--- config.mk ---
export PLATFORM = sky130hd
export DESIGN_NAME = copro_result_buffer
export DESIGN_NICKNAME = d
export VERILOG_FILES = /design/src/rtl/copro_result_buffer.sv
export SDC_FILE = /design/constraint.sdc
export NUM_CORES = 1
export LEC_CHECK = 0
export BUFFER_PORTS_ARGS = -buffer_cell sky130_fd_sc_hd__buf_2
export CORE_UTILIZATION = 50
export DETAILED_ROUTE_END_ITERATION = 6
export PLACE_DENSITY = 0.71
export SLEW_MARGIN = 15
export SYNTH_ARGS = -nofsm -noshare
export SYNTH_HDL_FRONTEND = slang
export SYNTH_SLANG_ARGS = --single-unit
--- constraint.sdc ---
create_clock -name clk_i -period 4.3 [get_ports clk_i]
set_input_delay 0.215 -clock clk_i [delete_from_list [all_inputs] [get_ports clk_i]]
set_output_delay 0.215 -clock clk_i [all_outputs]
set_load 0.02 [all_outputs]
--- src/rtl/copro_result_buffer.sv ---
// Result buffer between the coprocessor ALU stage and the CV-X-IF result
// channel. ALU results land in an in-order circular FIFO. The oldest entry
// is offered with a valid/ready handshake, and the issue stage gets a
// look-ahead stall that always leaves a slot for the result still in the ALU.
module copro_result_buffer #(
    parameter int unsigned XLEN  = 32,
    parameter int unsigned DEPTH = 4,
    parameter type hartid_t      = logic,
    parameter type id_t          = logic
) (
    input  logic                     clk_i,
    input  logic                     rst_i,
    input  logic                     alu_valid_i,
    input  logic [XLEN-1:0]          alu_result_i,
    input  hartid_t                  alu_hartid_i,
    input  id_t                      alu_id_i,
    input  logic [4:0]               alu_rd_i,
    input  logic                     alu_we_i,
    output logic                     issue_stall_o,
    output logic                     result_valid_o,
    input  logic                     result_ready_i,
    output logic [XLEN-1:0]          result_data_o,
    output hartid_t                  result_hartid_o,
    output id_t                      result_id_o,
    output logic [4:0]               result_rd_o,
    output logic                     result_we_o,
    output logic [$clog2(DEPTH):0]   count_o,
    output logic                     overflow_o
);

    localparam int unsigned PTR_W = $clog2(DEPTH);
    localparam int unsigned CNT_W = PTR_W + 1;

    // Entry storage; contents are never reset, occupancy comes from count
    logic [XLEN-1:0] data_mem   [DEPTH];
    hartid_t         hartid_mem [DEPTH];
    id_t             id_mem     [DEPTH];
    logic [4:0]      rd_mem     [DEPTH];
    logic            we_mem     [DEPTH];

    logic [PTR_W-1:0] rd_ptr;
    logic [PTR_W-1:0] wr_ptr;
    logic [CNT_W-1:0] count;
    logic [CNT_W-1:0] count_next;
    logic             overflow;
    logic             full;
    logic             pop;
    logic             push;
    logic             drop;

    // Handshake decode: a pop frees a slot in the same cycle, so a full
    // buffer can still accept a push while its head is being consumed
    always_comb begin
        full       = (count == CNT_W'(DEPTH));
        pop        = (count != '0) && result_ready_i;
        push       = alu_valid_i && (!full || pop);
        drop       = alu_valid_i && full && !pop;
        count_next = count + CNT_W'(push) - CNT_W'(pop);
    end

    // Control state: pointers wrap naturally at DEPTH, overflow is sticky
    always_ff @(posedge clk_i or posedge rst_i) begin
        if (rst_i) begin
            rd_ptr   <= '0;
            wr_ptr   <= '0;
            count    <= '0;
            overflow <= 1'b0;
        end else begin
            if (push) begin
                wr_ptr <= wr_ptr + PTR_W'(1);
            end
            if (pop) begin
                rd_ptr <= rd_ptr + PTR_W'(1);
            end
            count <= count_next;
            if (drop) begin
                overflow <= 1'b1;
            end
        end
    end

    // Payload write at the tail; a dropped push leaves storage untouched
    always_ff @(posedge clk_i) begin
        if (push) begin
            data_mem[wr_ptr]   <= alu_result_i;
            hartid_mem[wr_ptr] <= alu_hartid_i;
            id_mem[wr_ptr]     <= alu_id_i;
            rd_mem[wr_ptr]     <= alu_rd_i;
            we_mem[wr_ptr]     <= alu_we_i;
        end
    end

    // Head presentation straight from storage, forced to zero when empty;
    // the stall only looks at registered occupancy, never at result_ready_i
    always_comb begin
        result_valid_o  = (count != '0);
        result_data_o   = '0;
        result_hartid_o = '0;
        result_id_o     = '0;
        result_rd_o     = '0;
        result_we_o     = 1'b0;
        if (result_valid_o) begin
            result_data_o   = data_mem[rd_ptr];
            result_hartid_o = hartid_mem[rd_ptr];
            result_id_o     = id_mem[rd_ptr];
            result_rd_o     = rd_mem[rd_ptr];
            result_we_o     = we_mem[rd_ptr];
        end
        issue_stall_o = (count >= CNT_W'(DEPTH - 1));
        count_o       = count;
        overflow_o    = overflow;
    end

endmodule

==> results of run 1 <==
## through the flow
step | cell area [um2] | worst slack [ps] | power (uW) | hold WS [ps] | instances
detailed placement | 7100 | 1830 | 4340 | 179 | 543
CTS | 7780 | 1600 | 5750 | 0.184 | 588
finish | 7780 | 1680 | 5680 | 15.0 | 589
global route | 7780 | 1500 | 5980 | 3.09 | 589
floorplan | 6560 | 1920 | 3810 | 30.7 | 296
global placement | 7100 | 1870 | 4290 | 175 | 543
## how the worst min path moves through the flow
stage                          start               to  slack [ps]
detailed placement             rst_i       count_o[2]         180
CTS                  alu_result_i[0]   data_mem[3][0]         0.2
global route         alu_result_i[0]   data_mem[3][0]           3
floorplan                      rst_i       count_o[0]          30
finish              alu_result_i[19]  data_mem[1][19]          20
global placement               rst_i       count_o[1]         180
## layout make-up
type                    instances  area (um2)
diodes                          1        2.50
fillers                       957        4940
inverters                       8        30.0
clock inverters                13         113
clock buffers                  18         429
flip-flops and latches        168        5010
multi-input cells             105        1390
repair buffers                104         593
well taps                     172         215
## cells in the mapped netlist (2+ instances only)
cell / count
xnor2_1: 2
ha_1: 7
edfxtp_1: 160
buf_12: 4
and2_1: 45
dfrtp_1: 8
clkbuf_1: 6
inv_1: 8
mux4_2: 38
mux4_1: 2
xor2_1: 2
buf_2: 4
## repair_timing
| action | CTS | global route |
|---|---|---|
| gates resized for setup | 0 | 0 |
| endpoints found under the hold margin | 54 | 0 |
| hold buffers | 14 | 0 |
## worst max-delay path: stages, from the launching register on
cell	delay, ps
dfrtp_4	970
mux4_1	640
and2_1	190
buf_2	160
## cells in the final DEF (no fill, tap or decap), types with 4 or more instances in the layout
cell type / netlist / final
buf_2: 4 / 89
and2_2: 0 / 4
and2_1: 45 / 41
inv_1: 8 / 8
ha_1: 7 / 7
dfrtp_1: 8 / 6
mux4_2: 38 / 38
clkinv_1: 0 / 5
clkbuf_16: 0 / 17
clkinv_2: 0 / 5
dlygate4sd3_1: 0 / 14
edfxtp_1: 160 / 160
## registers in the layout, summed over array words and instances (netlist names)
name	count
data_mem	128
rd_mem	20
hartid_mem	4
id_mem	4
we_mem	4
count_o	3
rd_ptr	2
wr_ptr	2
overflow_o	1
## logic make-up after synthesis
logic type / count (synthesis)
multiplexers: 41
adder cells (fa/ha/maj): 8
AO/OA/AOI/OAI: 2
flip-flops: 168
AND/OR/NAND/NOR: 50
buffers and inverters: 23
XOR/XNOR: 4
## routing by layer
metal  wire length [um]  GRT usage
met5                 13          0
met4                233     0.0957
met3                550     0.0519
met2               5650      0.302
met1               4680      0.222
## power breakdown
group	switching [uW]	leakage (uW)	internal [uW]
combinational	980	0.000928	839
clock	568	0.000270	835
sequential	280	0.00156	2170
==> out/qor.yml, run 1 <==
status: "finished, final reports clean"
synthTopCellsByArea: "edfxtp_1 73%, mux4_2 13%, and2_1 4.3%, dfrtp_1 3.1%, ha_1 1.3%"
place_congestion: 0.663
wirelength_mm: 11.1
syn_area_per_cell_um2: 22.1
cts_buffers: 17
final_core_util: 0.612
dpl.hpwl_mm: 6.27
synthMuxAreaShare: 0.140
crit_type: "flop to primary output"
yosysTopAreaCell: "edfxtp_1"
leakagePower_uw: 0.00276
grt_antenna_before_repair: 2
syn_nets: 348
p_per_area_mw_per_mm2: 729
dieArea_mm2: 0.0136
reg2regPathDepth: 8
hold_viol_final: 0
drv_slew: 0
synth_top_family_by_area: "multiplexers"
path_max_fanout: 42
rows: 41
tightest_slew_ps: 1130
die_w_um: 117
io_buffers: 89
grt_pass1_vias: 3298
ys_async_sr_fraction: 0.0476
dr.pass1.iters: 4
max_slew_margin: 0.249
cp.required_ps: 4090
post_cts.repair.setup_buffers: 0
synth_enable_flop_cells: 160
synth-xor-area-share: 0.00534
root_buffer: "clkbuf_16"
ant_nets: 0
vias: 3089
reg2reg_from: "count_o[1]"
cp-end-kind: "primary output"
hold_depth: 1
hold_class: "primary input to flop"
grt_max_degree: 44
cts_tree: "yes"
fin_nets: 456
setup_viol: 0
netlist_instances: 296
cts.sinks: 168
boundaryPins: 90
core_area_mm2: 0.0127
synthDominantCellAreaShare: 0.733
max_freq_ghz: 0.382
fin_crit_sh: 0.609
post_drt_wl_per_cell_um: 18.9
synth-compound-area-share: 0.00191
tns_ps: 0
synthesis.area_mm2: 0.00656
yosys_warnings: 0
cap_violations: 0
crit_end: "result_data_o[31]"
path_clk_slew_ps: 60
post-route-min-period_ps: 2620
drt_iter0_markers: 235
area_growth_pct: 18.7
rsz0062_at_grt: "false"
crit_path_start_kind: "flop"
ys.flop_type: "edfxtp_1"
grt_util_all_layers: 0.183
die_h_um: 117
drt-vias-per-instance: 5.24
grt-ovfl-total: 0
crit_start: "rd_ptr[0]"
synthSimpleGateAreaFrac: 0.0475
drc_errors: 0
arrival_ps: 2400
ys_seq_area_frac: 0.764
skew_ps: 5.07
layout-drive-gt1-share: 0.385
r2r_end: "count_o[2]"
rrSetupSlack_ps: 1830
ys_ff_latch: 168
clk_latency_ps: 420
synth_fa_ha_area_frac: 0.0164
vdd_ir_drop_max_v: 0.000313
initial_utilization: 0.515
grt_pass1_wl_mm: 17.3
synth.distinct_cells: 22
cts_max_level: 4
clk_path_buf_depth: 2
(Power assumes the default switching activity.)
==> run 2, diff against run 1 <==
ABC_AREA = 1   (was unset)
PLACE_DENSITY = 0.73   (was 0.71)
clock period = 2.3 ns   (was 4.3 ns; I/O delays follow)
==> out/qor.yml, run 2 <==
status: "finished, final reports clean"
post_cts.repair.setup_buffers: 0  # unchanged
fin_ws_ps: 166  # -1510 ps
cts_tree: "yes"
cp.required_ps: 2180  # -1910 ps
wirelength_mm: 15.3  # +37%
grt_antenna_before_repair: 0  # -2
layout-drive-gt1-share: 0.172  # -0.213
synthMostInstantiatedCell: "nand2_1"
drc_errors: 0  # unchanged
cts.sinks: 168  # unchanged
die_w_um: 123  # +5.5%
post_dp_cell_area_mm2: 0.00797  # +12%
synthTopCellsByArea: "edfxtp_1 66%, nand2_1 8.9%, inv_1 8.8%, nand3_1 5.6%, a21oi_1 2.7%"
synth.distinct_cells: 19  # -14%
post_drt_wl_per_cell_um: 15.1  # -20%
drv_slew: 0  # unchanged
grt_util_all_layers: 0.218  # +0.0346
area_growth_pct: 23.3
grt_pass1_vias: 5123  # +55%
top_register: "data_mem"
path_max_fanout: 40  # -4.8%
leakagePower_uw: 0.00408  # +48%
place_congestion: 0.752  # +13%
top_regs: "data_mem x128, rd_mem x20"
netlist_instances: 687  # +130%
max_slew_margin: 0.522  # +0.273
drt-vias-per-instance: 4.95  # -5.6%
grt_pass1_wl_mm: 23.9  # +38%
syn_area_per_cell_um2: 10.6  # -52%
p_per_area_mw_per_mm2: 1300  # +79%
vdd_ir_drop_max_v: 0.000940  # +200%
fin_nets: 870  # +91%
tightest_slew_ps: 716  # -411 ps
rsz0062_at_grt: "false"
reg2reg_from: "count_o[1]"
post-route-min-period_ps: 2130
tns_ps: 0  # unchanged
mostFrequentLayoutCell: "nand2_1"
place_ws_ps: 233  # -1600 ps
cts_max_level: 4  # unchanged
ys.flop_type: "edfxtp_1"
hold_path.startpoint: "result_ready_i"
ys_seq_area_frac: 0.685  # -0.0788
synth_enable_flop_cells: 160  # unchanged
synth_common_cells: "173 x nand2_1, 172 x inv_1, 160 x edfxtp_1"
skew_ps: 6.47  # +1.40 ps
clk_path_buf_depth: 2  # unchanged
rows: 43  # +4.9%
design_area_mm2: 0.00901  # +16%
syn_nets: 739  # +110%
crit_path_start_kind: "flop"
ys_async_sr_fraction: 0.0476  # unchanged
cts_buffers: 17  # unchanged
root_buffer: "clkbuf_16"
yosysTopAreaCell: "edfxtp_1"
ys_ff_latch: 168  # unchanged
arrival_ps: 2020  # -380 ps
fin_crit_sh: 0.928
yosys_warnings: 0  # unchanged
post_cts_resize_count: 0  # unchanged
final_cell_mix: "173 x nand2_1, 172 x inv_1, 160 x edfxtp_1, 89 x buf_2, 82 x nand3_1"
dpl.hpwl_mm: 8.47  # +35%
ant_nets: 0  # unchanged
synthesis.area_mm2: 0.00731  # +12%
initial_utilization: 0.519  # +0.00331
drt_iter0_markers: 358  # +52%
setup_viol: 0  # unchanged
largest_reg_flops: 128  # unchanged
hold_buffers: 42  # +28
grt-ovfl-total: 0  # unchanged
synthDominantCellAreaShare: 0.657  # -0.0757
vias: 5003  # +62%
max_freq_ghz: 0.469
die_h_um: 123  # +5.5%
io_buffers: 89  # unchanged
crit_type: "flop to primary output"
grt_max_degree: 72  # +64%
crit_start: "rd_ptr[1]"
path_clk_slew_ps: 60  # about the same
hold_viol_final: 0  # unchanged
cap_violations: 0  # unchanged
boundaryPins: 90  # unchanged
core_area_mm2: 0.0141  # +11%
diodes: 0  # -1
cp-end-kind: "primary output"
clk_latency_ps: 430  # about the same
hold_class: "primary input to flop"
dieArea_mm2: 0.0151  # +11%
dr.pass1.iters: 5  # +1
-- run 2: cell count changes in the layout (fill, tap and decap cells not counted), sizes merged, moves of 28 or more --
cell         previous run  this run
dlygate4sd3            14        42
a21oi                   0        40
nand3                   1        82
nand2                   1       173
inv                     8       175
and2                   45         0
mux4                   40         0
-- run 2: worst paths after layout --
check                                    endpoint  slack (ps)  cells after the start
min in group asynchronous              overflow_o         190                      3
worst min register to register         overflow_o         480                      1
max in group asynchronous               rd_ptr[0]        1850                      3
worst max register to register         count_o[2]         200                      9
worst min-delay path                    rd_ptr[0]          40                      4
worst max-delay path            result_data_o[29]         170                      4
-- run 2: worst max-delay path: stages, from the launching register on --
cell and delay (ps):
dfrtp_2 400, clkinv_2 500, nand3_1 180, a21oi_1 280, buf_2 220
-- run 2: cells by family after synthesis --
kind of cell	Yosys count	share of synthesized area
compound gates	43	0.0300
simple gates	261	0.148
buf+inv	205	0.120
xor+xnor	2	0.00240
fa+ha+maj	8	0.0147
flops	168	0.685
-- run 2: layout make-up --
type | instances | area, um2
Timing Repair Buffer | 142 | 1040
Clock inverter | 15 | 203
Inverter | 175 | 658
Tap cell | 180 | 225
Fill cell | 1032 | 5080
Sequential cell | 168 | 5010
Multi-Input combinational cell | 314 | 1460
Clock buffer | 17 | 425
-- run 2: metal layers --
metal | vias up | routed length [um] | part of all wire | track usage
met2 | 155 | 8130 | 0.53 | 0.399
met4 | 0 | 299 | 0.020 | 0.102
met5 | - | 0 | 0 | 0
met1 | 2394 | 5990 | 0.39 | 0.232
li1 | 2433 | - | - | -
met3 | 21 | 865 | 0.057 | 0.0586
-- run 2: stage by stage --
step | utilization | cells | hold slack (ps) | power, uW
6_report | 0.639 | 1011 | 35.8 | 11800
5_1_grt | 0.639 | 1011 | 59.3 | 12400
4_1_cts | 0.639 | 1011 | 15.2 | 11900
3_5_place_dp | 0.565 | 937 | 80.3 | 8810
3_3_place_gp | 0.565 | 937 | 67.6 | 8660
2_1_floorplan | - | 687 | -69.3 | 7380
-- run 2: power by group --
group | internal (uW) | switching (uW) | total [uW]
sequential | 3970 | 162 | 4130
clock | 1820 | 1160 | 2970
combinational | 1440 | 3210 | 4650
